`src/rtl/lsu_pkg.sv`:
```
// Shared encodings for the MEM-stage load/store unit: funct3 sizes, FSM states,
// byte-enable patterns and the store lane-replication helpers.
package lsu_pkg;

  localparam logic [2:0] F3_B  = 3'b000;
  localparam logic [2:0] F3_H  = 3'b001;
  localparam logic [2:0] F3_W  = 3'b010;
  localparam logic [2:0] F3_BU = 3'b100;
  localparam logic [2:0] F3_HU = 3'b101;

  localparam logic [3:0] BE_B = 4'b0001;
  localparam logic [3:0] BE_H = 4'b0011;
  localparam logic [3:0] BE_W = 4'b1111;

  typedef enum logic [1:0] {
    S_IDLE = 2'd0,
    S_REQ  = 2'd1,
    S_DONE = 2'd2
  } lsu_state_e;

  // Size decode uses funct3[1:0] only; any encoding with bit 1 set is a word.
  function automatic logic [3:0] store_be(input logic [2:0] f3, input logic [1:0] a);
    case (f3[1:0])
      2'b00:   store_be = BE_B << a;
      2'b01:   store_be = BE_H << {a[1], 1'b0};
      default: store_be = BE_W;
    endcase
  endfunction

  function automatic logic [31:0] store_wdata(input logic [2:0] f3, input logic [31:0] d);
    case (f3[1:0])
      2'b00:   store_wdata = {4{d[7:0]}};
      2'b01:   store_wdata = {2{d[15:0]}};
      default: store_wdata = d;
    endcase
  endfunction

  function automatic logic is_misaligned(input logic [2:0] f3, input logic [1:0] a);
    if (f3[1])
      is_misaligned = (a != 2'b00);
    else if (f3[0])
      is_misaligned = a[0];
    else
      is_misaligned = 1'b0;
  endfunction

endpackage

```
`src/rtl/lsu_load_align.sv`:
```
// Load return path: picks the byte/half lane from the bus word and
// sign- or zero-extends it according to funct3.
module lsu_load_align
  import lsu_pkg::*;
#(
  parameter int DATA_WIDTH = 32
) (
  input  logic [DATA_WIDTH-1:0] rdata_i,
  input  logic [1:0]            addr_lo_i,
  input  logic [2:0]            funct3_i,
  output logic [DATA_WIDTH-1:0] data_o
);

  logic [7:0]  byte_sel;
  logic [15:0] half_sel;

  always_comb begin
    byte_sel = rdata_i[7:0];
    case (addr_lo_i)
      2'd0:    byte_sel = rdata_i[7:0];
      2'd1:    byte_sel = rdata_i[15:8];
      2'd2:    byte_sel = rdata_i[23:16];
      default: byte_sel = rdata_i[31:24];
    endcase
    half_sel = addr_lo_i[1] ? rdata_i[31:16] : rdata_i[15:0];
  end

  always_comb begin
    data_o = rdata_i;
    case (funct3_i)
      F3_B:    data_o = {{(DATA_WIDTH-8){byte_sel[7]}}, byte_sel};
      F3_BU:   data_o = {{(DATA_WIDTH-8){1'b0}}, byte_sel};
      F3_H:    data_o = {{(DATA_WIDTH-16){half_sel[15]}}, half_sel};
      F3_HU:   data_o = {{(DATA_WIDTH-16){1'b0}}, half_sel};
      default: data_o = rdata_i;
    endcase
  end

endmodule

```
`src/rtl/mem_stage_lsu.sv`:
```
// MEM-stage load/store unit: one bus transaction per request, stalling the pipe
// until completion. Optional LSU_MISALIGN_TRAP_EN adds misalign_o and skips the bus.
module mem_stage_lsu
  import lsu_pkg::*;
#(
  parameter int DATA_WIDTH      = 32,
  parameter int DATA_ADDR_WIDTH = 32
) (
  input  logic                       cpu_clk,
  input  logic                       cpu_rst,
  input  logic                       mem_read_i,
  input  logic                       mem_write_i,
  input  logic [2:0]                 funct3_i,
  input  logic [DATA_ADDR_WIDTH-1:0] addr_i,
  input  logic [DATA_WIDTH-1:0]      wdata_i,
  output logic                       dmem_req_o,
  output logic                       dmem_we_o,
  output logic [3:0]                 dmem_be_o,
  output logic [DATA_ADDR_WIDTH-1:0] dmem_addr_o,
  output logic [DATA_WIDTH-1:0]      dmem_wdata_o,
  input  logic                       dmem_ready_i,
  input  logic [DATA_WIDTH-1:0]      dmem_rdata_i,
  output logic                       stall_o,
`ifdef LSU_MISALIGN_TRAP_EN
  output logic                       misalign_o,
`endif
  output logic [DATA_WIDTH-1:0]      load_data_o,
  output logic                       load_valid_o
);

  lsu_state_e                 state_q, state_d;
  logic                       req_q;
  logic                       we_q;
  logic [3:0]                 be_q;
  logic [DATA_ADDR_WIDTH-1:0] addr_q;
  logic [DATA_WIDTH-1:0]      wdata_q;
  logic [2:0]                 f3_q;
  logic [1:0]                 lo_q;
  logic [DATA_WIDTH-1:0]      ld_data_q;
  logic                       ld_vld_q;
  logic [DATA_WIDTH-1:0]      ld_aligned;
  logic                       req_any;
  logic                       accept;
  logic                       mis_req;

  assign req_any = mem_read_i | mem_write_i;
  assign accept  = (state_q == S_IDLE) && req_any;

`ifdef LSU_MISALIGN_TRAP_EN
  logic mis_q;
  assign mis_req    = is_misaligned(funct3_i, addr_i[1:0]);
  assign misalign_o = mis_q;

  // Only high during the DONE cycle that follows a trapped request.
  always_ff @(posedge cpu_clk) begin
    if (cpu_rst) mis_q <= 1'b0;
    else         mis_q <= accept && mis_req;
  end
`else
  assign mis_req = 1'b0;
`endif

  always_ff @(posedge cpu_clk) begin
    if (cpu_rst) state_q <= S_IDLE;
    else         state_q <= state_d;
  end

  always_comb begin
    state_d = state_q;
    case (state_q)
      S_IDLE:  if (req_any) state_d = mis_req ? S_DONE : S_REQ;
      S_REQ:   if (dmem_ready_i) state_d = S_DONE;
      S_DONE:  state_d = S_IDLE;
      default: state_d = S_IDLE;
    endcase
  end

  // Stall rises in the accept cycle itself so EX/MEM holds the request.
  always_comb begin
    stall_o = 1'b0;
    case (state_q)
      S_IDLE:  stall_o = req_any;
      S_REQ:   stall_o = 1'b1;
      default: stall_o = 1'b0;
    endcase
  end

  always_ff @(posedge cpu_clk) begin
    if (cpu_rst) begin
      req_q     <= 1'b0;
      we_q      <= 1'b0;
      be_q      <= '0;
      addr_q    <= '0;
      wdata_q   <= '0;
      f3_q      <= '0;
      lo_q      <= '0;
      ld_data_q <= '0;
      ld_vld_q  <= 1'b0;
    end else begin
      req_q    <= (state_d == S_REQ);
      ld_vld_q <= 1'b0;
      if (accept) begin
        // Read+write together is a store.
        we_q    <= mem_write_i;
        be_q    <= mem_write_i ? store_be(funct3_i, addr_i[1:0]) : BE_W;
        addr_q  <= {addr_i[DATA_ADDR_WIDTH-1:2], 2'b00};
        wdata_q <= mem_write_i ? store_wdata(funct3_i, wdata_i) : '0;
        f3_q    <= funct3_i;
        lo_q    <= addr_i[1:0];
      end
      if ((state_q == S_REQ) && dmem_ready_i && !we_q) begin
        ld_data_q <= ld_aligned;
        ld_vld_q  <= 1'b1;
      end
    end
  end

  lsu_load_align #(.DATA_WIDTH(DATA_WIDTH)) u_load_align (
    .rdata_i   (dmem_rdata_i),
    .addr_lo_i (lo_q),
    .funct3_i  (f3_q),
    .data_o    (ld_aligned)
  );

  assign dmem_req_o   = req_q;
  assign dmem_we_o    = we_q;
  assign dmem_be_o    = be_q;
  assign dmem_addr_o  = addr_q;
  assign dmem_wdata_o = wdata_q;
  assign load_data_o  = ld_data_q;
  assign load_valid_o = ld_vld_q;

endmodule

```
`config.mk`:
```
export PLATFORM = sky130hd
export DESIGN_NAME = mem_stage_lsu
export DESIGN_NICKNAME = d
export VERILOG_FILES = /design/src/rtl/lsu_pkg.sv /design/src/rtl/lsu_load_align.sv /design/src/rtl/mem_stage_lsu.sv
export SDC_FILE = /design/constraint.sdc
export NUM_CORES = 1
export LEC_CHECK = 0
export ABC_AREA = 1
export BUFFER_PORTS_ARGS = -buffer_cell sky130_fd_sc_hd__buf_2
export CORE_AREA = 2 2 106 108
export CTS_BUF_LIST = sky130_fd_sc_hd__clkbuf_4 sky130_fd_sc_hd__clkbuf_8 sky130_fd_sc_hd__clkbuf_16
export DETAILED_ROUTE_END_ITERATION = 16
export DIE_AREA = 0 0 108 110
export GPL_ROUTABILITY_DRIVEN = 1
export PLACE_DENSITY = 0.74
export SYNTH_ARGS = -nofsm -noshare
export SYNTH_HDL_FRONTEND = slang
export SYNTH_SLANG_ARGS = --single-unit
export TNS_END_PERCENT = 30
```
`constraint.sdc`:
```
create_clock -name cpu_clk -period 2.4 [get_ports cpu_clk]
set_input_delay 0.12 -clock cpu_clk [delete_from_list [all_inputs] [get_ports cpu_clk]]
set_output_delay 0.12 -clock cpu_clk [all_outputs]
set_load 0.02 [all_outputs]
```
==> results.py, run 1 <==
metrics = {
    "power_and_ir_drop": {
        "sw_frac_of_total": 0.3311,
        "power.total_mw": 4.219,
        "p_seq_frac": 0.478,
        "p_sw_mw": 1.397,
        "vdd_drop_max_v": 0.0003591,
        "leakage_nw": 3.267,
        "p_comb_frac": 0.255,
        "pwr-share-clk": 0.267,
        "intPower_mw": 2.822,
        "power_density_nw_per_um2": 663.6,
    },
    "finish": {
        "nFillCells": 1047,
        "seq_area_um2": 2162,
        "diodes": 0,
        "area_delta_synth_final_pct": 33.18,
        "drive_gt1_frac": 0.2914,
        "stdcell_area_um2": 6357,
        "nets": 1005,
        "multi_input_area_um2": 2200,
    },
    "detailed_routing": {
        "ant_nets": 0,
        "drc": 0,
        "drt-initial-drc-count": 309,
        "drt_pass1_iterations": 5,
        "wirelength_um": 14420,
        "routed_via_density": 4.930,
        "wl_per_cell_um": 13.78,
        "vias": 5157,
    },
    "placement": {
        "numPortBuffers": 205,
        "place_ws_ps": 721.0,
        "postPlaceCellArea_um2": 5862,
        "place_congestion": 0.9091,
        "hpwl_um": 9945,
    },
    "worst_setup_path": {
        "cp_max_fo": 16,
        "critPathSlowestCell": "nand2_2",
        "startpoint_type": "flop",
        "crit_required_ps": 2720,
        "slowest_delay_ps": 350,
        "critical_path_class": "reg -> reg",
        "endpoint_kind": "flop",
        "cp_common_cell": "inv_1",
        "worstPathArrival_ps": 2070,
        "worstPathCellList": "inv_1 > nand2_1 > nand3_1 > nand4_2 > nand2_2 > o21ai_0 > inv_1",
    },
    "clock_network": {
        "root_buffer": "clkbuf_8",
        "cts_tree": "yes",
        "clk_path_buf_depth": 2,
        "ctsResizeCount": 0,
        "cts_buffers": 9,
        "htree_levels": 3,
        "clkLatencyLatePin_ps": 370,
        "path_clk_slew_ps": 100,
        "cts_sinks": 108,
        "cts_setup_buffers": 0,
    },
    "synthesis": {
        "synthArstFlopShare": 0,
        "synth_xor_area_frac": 0,
        "synthCells": 684,
        "synth_edf_count": 0,
        "synth_area_um2": 4773,
        "synthFlopType": "dfxtp_1",
        "avgSynthCellArea_um2": 6.979,
        "synth-simple-area-share": 0.2758,
        "yosysWarnings": 0,
        "seq_area_frac_synth": 0.4529,
        "synth_top_family_by_area": "simple AND/OR/NAND/NOR gates",
        "synthAdderAreaFrac": 0,
        "muxShareOfSynthArea": 0,
        "synth_compound_area_frac": 0.1835,
        "synth.distinct_cells": 33,
        "yosys_register_bits": 108,
    },
    "global_routing": {
        "grt_max_degree": 55,
        "grt_overflow": 0,
        "grt_use_total": 0.2351,
        "antenna_found_initial": 0,
        "grt_pass1_wl_um": 22180,
        "grt_pass1_vias": 4791,
    },
    "hold_path": {
        "hold_class": "in -> reg",
    },
    "timing": {
        "rsz0062_at_grt": "false",
        "relSlewSlack": 0.5640,
        "fin_ws_ps": 651.7,
        "final.setup_skew_ps": 6.705,
        "max_freq_mhz": 572.0,
        "setup_violations": 0,
        "min_period_ps": 1748,
        "hold_viol": 0,
        "fin_crit_sh": 0.7285,
        "setup_tns_ps": 0,
        "worst_pin_slew_ps": 650.0,
        "whs_ps": 17.11,
        "drv_slew": 0,
    },
    "floorplanning": {
        "rows": 38,
        "die_height_um": 110,
        "start_util": 0.4462,
        "pin_count": 208,
        "die_area_um2": 11880,
        "design.core.area_um2": 10700,
        "die-width_um": 108,
    },
    "outcome": {
        "status": "completed",
    },
    "run": {
        "maxCapViolCount": 0,
    },
}
-- layout make-up --
type | count | share of cell area
inverters | 54 | 0.03208
repair buffers | 246 | 0.2236
clock buffers | 10 | 0.02067
multi-input cells | 482 | 0.3460
clock inverters | 6 | 0.01004
well taps | 140 | 0.02755
flip-flops and latches | 108 | 0.3401
-- power groups by stage --
stage | registers, mW | logic (mW) | clock network (mW)
5_1_grt | 2.04 | 1.18 | 1.23
4_1_cts | 2.02 | 1.07 | 1.15
2_1_floorplan | 2.23 | 0.507 | 0
6_report | 2.02 | 1.08 | 1.13
3_5_place_dp | 2.06 | 1.03 | 0
3_3_place_gp | 2.05 | 1.02 | 0
-- cell usage after synthesis, types with 2 or more instances --
| cell type | instances | area (um^2) |
|---|---|---|
| o21ai_0 | 62 | 310.3 |
| a21oi_1 | 50 | 250.2 |
| o21ai_1 | 14 | 70.07 |
| o21a_1 | 8 | 60.06 |
| inv_1 | 50 | 187.7 |
| nand4_1 | 8 | 50.05 |
| a21o_1 | 7 | 52.55 |
| clkbuf_1 | 18 | 67.56 |
| or2_2 | 20 | 125.1 |
| buf_1 | 3 | 11.26 |
| nor2_4 | 2 | 22.52 |
| buf_2 | 10 | 50.05 |
| a31oi_1 | 3 | 18.77 |
| nor2_1 | 109 | 409.1 |
| buf_4 | 8 | 60.06 |
| o211ai_1 | 3 | 22.52 |
| nand3_1 | 5 | 25.02 |
| inv_2 | 2 | 7.510 |
| nand2_1 | 166 | 623.1 |
| dfxtp_1 | 108 | 2162 |
| nand2_2 | 4 | 25.02 |
| buf_6 | 2 | 22.52 |
| o22ai_1 | 12 | 75.07 |
-- flip-flops by register name (all words and copies together), names as in the netlist --
| register | cells |
|---|---|
| dmem_be_o | 4 |
| state_q | 2 |
| f3_q | 3 |
| load_valid_o | 1 |
| dmem_wdata_o | 32 |
| load_data_o | 32 |
| dmem_req_o | 1 |
| lo_q | 2 |
| dmem_addr_o | 30 |
| dmem_we_o | 1 |
-- through the flow --
| stage | util | instances |
|---|---|---|
| global placement | 0.5480 | 1000 |
| detailed placement | 0.5480 | 1000 |
| global route | 0.5943 | 1046 |
| finish | 0.5943 | 1046 |
| floorplan | - | 685 |
| CTS | 0.5943 | 1046 |
-- placed cells by master, fill, tap and decap left out, drive strengths merged, types with 2 or more instances in the layout --
master / n
conb: 2
or2: 21
clkinvlp: 2
nand2: 170
inv: 53
dfxtp: 108
o21ai: 76
a31oi: 3
clkbuf: 10
a21o: 7
nor2: 112
buf: 216
o21a: 8
clkinv: 4
a21oi: 51
dlygate4sd3: 30
o22ai: 12
o211ai: 3
nand4: 9
nand3: 5
-- logic make-up after synthesis --
kind of cell,count (synthesis)
buf+inv,95
compound gates,161
simple gates,319
other cells,1
flops,108
-- layer usage --
| layer | up-vias | global-route usage | wire length (um) |
|---|---|---|---|
| met4 | 0 | 0.09524 | 308 |
| met5 | - | 0 | 0 |
| met3 | 27 | 0.05056 | 1073 |
| li1 | 2614 | - | - |
| met2 | 191 | 0.3913 | 6790 |
| met1 | 2325 | 0.2981 | 6244 |
-- critical path: cells and delay by family (launching register included) --
family / cells / cell delay, ps
AOI/OAI and AO/OA: 1 / 130
buffers and inverters: 2 / 380
and+or+nand+nor: 4 / 860
DFF: 1 / 320
-- path summary, 6_finish.rpt --
path                                       from                             to  slack, ps  depth (start not counted)
setup / recovery           lo_q[1]$_SDFFE_PP0P_   load_data_o[16]$_SDFFE_PP0P_        650                          7
hold / removal                        addr_i[1]      dmem_be_o[2]$_SDFFE_PP0P_         20                          3
setup reg to reg           lo_q[1]$_SDFFE_PP0P_   load_data_o[16]$_SDFFE_PP0P_        650                          7
hold reg to reg   dmem_wdata_o[21]$_SDFFE_PP0P_  dmem_wdata_o[21]$_SDFFE_PP0P_        460                          2
-- what timing repair did --
| action | 4_1_cts | 5_1_grt |
|---|---|---|
| hold endpoints to repair | 30 | 0 |
| hold buffers | 30 | 0 |
| setup endpoints to repair | 0 | 0 |
Power figures use the tool's default switching activity.
==> run 2: changes to the inputs <==
==> constraint.sdc (replaced) <==
create_clock -name cpu_clk -period 1.75 [get_ports cpu_clk]
set_input_delay 0.0875 -clock cpu_clk [delete_from_list [all_inputs] [get_ports cpu_clk]]
set_output_delay 0.0875 -clock cpu_clk [all_outputs]
set_load 0.02 [all_outputs]
==> run 2 against run 1 <==
Routed wire length rose by 1.9%; first-iteration DRC count fell by 9.4%; clock power rose by 32%; design area rose by 2.8%; sequential share of layout area fell by 0.92 points; sequential power rose by 37%; cell count rose by 1.9%; power rose by 37%; die area did not move; combinational power rose by 42%; clock-buffer cell count did not move; critical endpoint is now load_data_o[31]$_SDFFE_PP0P_.
==> results.py, run 2 (synthesized netlist as in run 1, its figures left out) <==
metrics = {
    "power_and_ir_drop": {
        "p_seq_frac": 0.479,
        "p_sw_mw": 1.986,
        "intPower_mw": 3.800,
        "power.total_mw": 5.787,
        "vdd_drop_max_v": 0.0004191,
        "leakage_nw": 3.357,
        "power_density_nw_per_um2": 885.7,
        "sw_frac_of_total": 0.3433,
        "pwr-share-clk": 0.257,
        "p_comb_frac": 0.265,
    },
    "clock_network": {
        "htree_levels": 3,
        "path_clk_slew_ps": 100,
        "clk_path_buf_depth": 2,
        "cts_tree": "yes",
        "cts_buffers": 9,
        "ctsResizeCount": 0,
        "root_buffer": "clkbuf_8",
        "cts_sinks": 108,
        "clkLatencyLatePin_ps": 370,
    },
    "floorplanning": {
        "rows": 38,
        "pin_count": 208,
        "start_util": 0.4462,
        "design.core.area_um2": 10700,
        "die_area_um2": 11880,
        "die_height_um": 110,
        "die-width_um": 108,
    },
    "detailed_routing": {
        "drt-initial-drc-count": 280,
        "wl_per_cell_um": 13.77,
        "ant_nets": 0,
        "drc": 0,
        "vias": 5243,
        "wirelength_um": 14680,
        "routed_via_density": 4.918,
        "drt_pass1_iterations": 5,
    },
    "global_routing": {
        "grt_pass1_vias": 4856,
        "grt_use_total": 0.2438,
        "grt_overflow": 0,
        "antenna_found_initial": 0,
        "grt_pass1_wl_um": 22980,
        "grt_max_degree": 55,
    },
    "timing": {
        "setup_tns_ps": 0,
        "fin_crit_sh": 0.9215,
        "setup_violations": 0,
        "drv_slew": 0,
        "rsz0062_at_grt": "false",
        "min_period_ps": 1613,
        "whs_ps": 11.62,
        "final.setup_skew_ps": 20.21,
        "hold_viol": 0,
        "max_freq_mhz": 620.1,
    },
    "worst_setup_path": {
        "path_buf_inv": 3,
        "crit_required_ps": 2010,
        "worstPathCellList": "inv_1 > nor2_2 > nand2_2 > nor2_4 > buf_4 > nand2_1 > o21ai_0 > inv_1",
        "slowest_delay_ps": 390,
        "r2r-start": "state_q[0]$_SDFF_PP0_",
        "cp_max_fo": 22,
        "cp_common_cell": "inv_1",
        "endpoint_kind": "flop",
        "r2r_slack_ps": 140,
        "critical_path_class": "reg -> reg",
        "cp_top_family": "simple AND/OR/NAND/NOR gates",
        "worstPathArrival_ps": 1870,
        "critPathSlowestCell": "nor2_4",
        "startpoint": "state_q[0]$_SDFF_PP0_",
        "startpoint_type": "flop",
    },
    "run": {
        "maxCapViolCount": 0,
    },
    "hold_path": {
        "holdCritStartpoint": "wdata_i[1]",
        "hold_class": "in -> reg",
    },
    "placement": {
        "postPlaceCellArea_um2": 5957,
        "place_congestion": 0.8516,
        "numPortBuffers": 205,
        "hpwl_um": 10160,
    },
    "finish": {
        "stdcell_area_um2": 6534,
        "area_delta_synth_final_pct": 36.88,
        "nets": 1025,
        "diodes": 0,
        "final_cell_mix": "buf_2, nand2_1, nor2_1, dfxtp_1, o21ai_0",
        "drive_gt1_frac": 0.2970,
        "layout_commonest_cell": "buf_2",
    },
    "outcome": {
        "status": "completed",
    },
}
run 2: what timing repair did:
item	CTS	global route
setup buffers	0	0
hold buffers	39	0
endpoints found under the hold margin	40	0
run 2: area by class of cell:
| cell class | count | area [um^2] |
|---|---|---|
| Clock buffer | 10 | 131.4 |
| Clock inverter | 6 | 55.05 |
| Fill cell | 1019 | 4164 |
| Inverter | 54 | 203.9 |
| Multi-Input combinational cell | 482 | 2200 |
| Sequential cell | 108 | 2162 |
| Tap cell | 140 | 175.2 |
| Timing Repair Buffer | 266 | 1607 |
run 2: metal layers:
layer / track usage / wire [um] / vias to the layer above
met4: 0.08608 / 341 / 0
met3: 0.06055 / 1143 / 28
met2: 0.4111 / 6938 / 215
met5: 0 / 0 / -
li1: - / - / 2647
met1: 0.3048 / 6259 / 2353
run 2: path summary, 6_finish.rpt:
| path | endpoint | depth (start not counted) |
|---|---|---|
| setup / recovery | load_data_o[31]$_SDFFE_PP0P_ | 8 |
| hold / removal | dmem_wdata_o[1]$_SDFFE_PP0P_ | 3 |
| setup reg to reg | load_data_o[31]$_SDFFE_PP0P_ | 8 |
| hold reg to reg | dmem_wdata_o[29]$_SDFFE_PP0P_ | 2 |
run 2: through the flow:
stage / std cells / setup WS (ps) / util
finish: 1066 / 137.4 / 0.6108
global route: 1066 / 1.408 / 0.6108
CTS: 1066 / 124.0 / 0.6108
detailed placement: 1011 / 141.6 / 0.5568
global placement: 1011 / 167.5 / 0.5568
floorplan: 685 / 468.8 / -
run 2: power groups by stage:
stage	clock [mW]	combinational (mW)	sequential (mW)
after floorplan	0	0.696	3.05
after global placement	0	1.44	2.82
after detailed placement	0	1.45	2.82
after CTS	1.52	1.52	2.77
after global routing	1.61	1.70	2.80
final	1.49	1.53	2.77
run 2: worst register-to-register path, stage by stage (launching register included):
cell and delay [ps]:
dfxtp_1 380, inv_1 80, nor2_2 110, nand2_2 90, nor2_4 390, buf_4 230, nand2_1 50, o21ai_0 150
inv_1 50
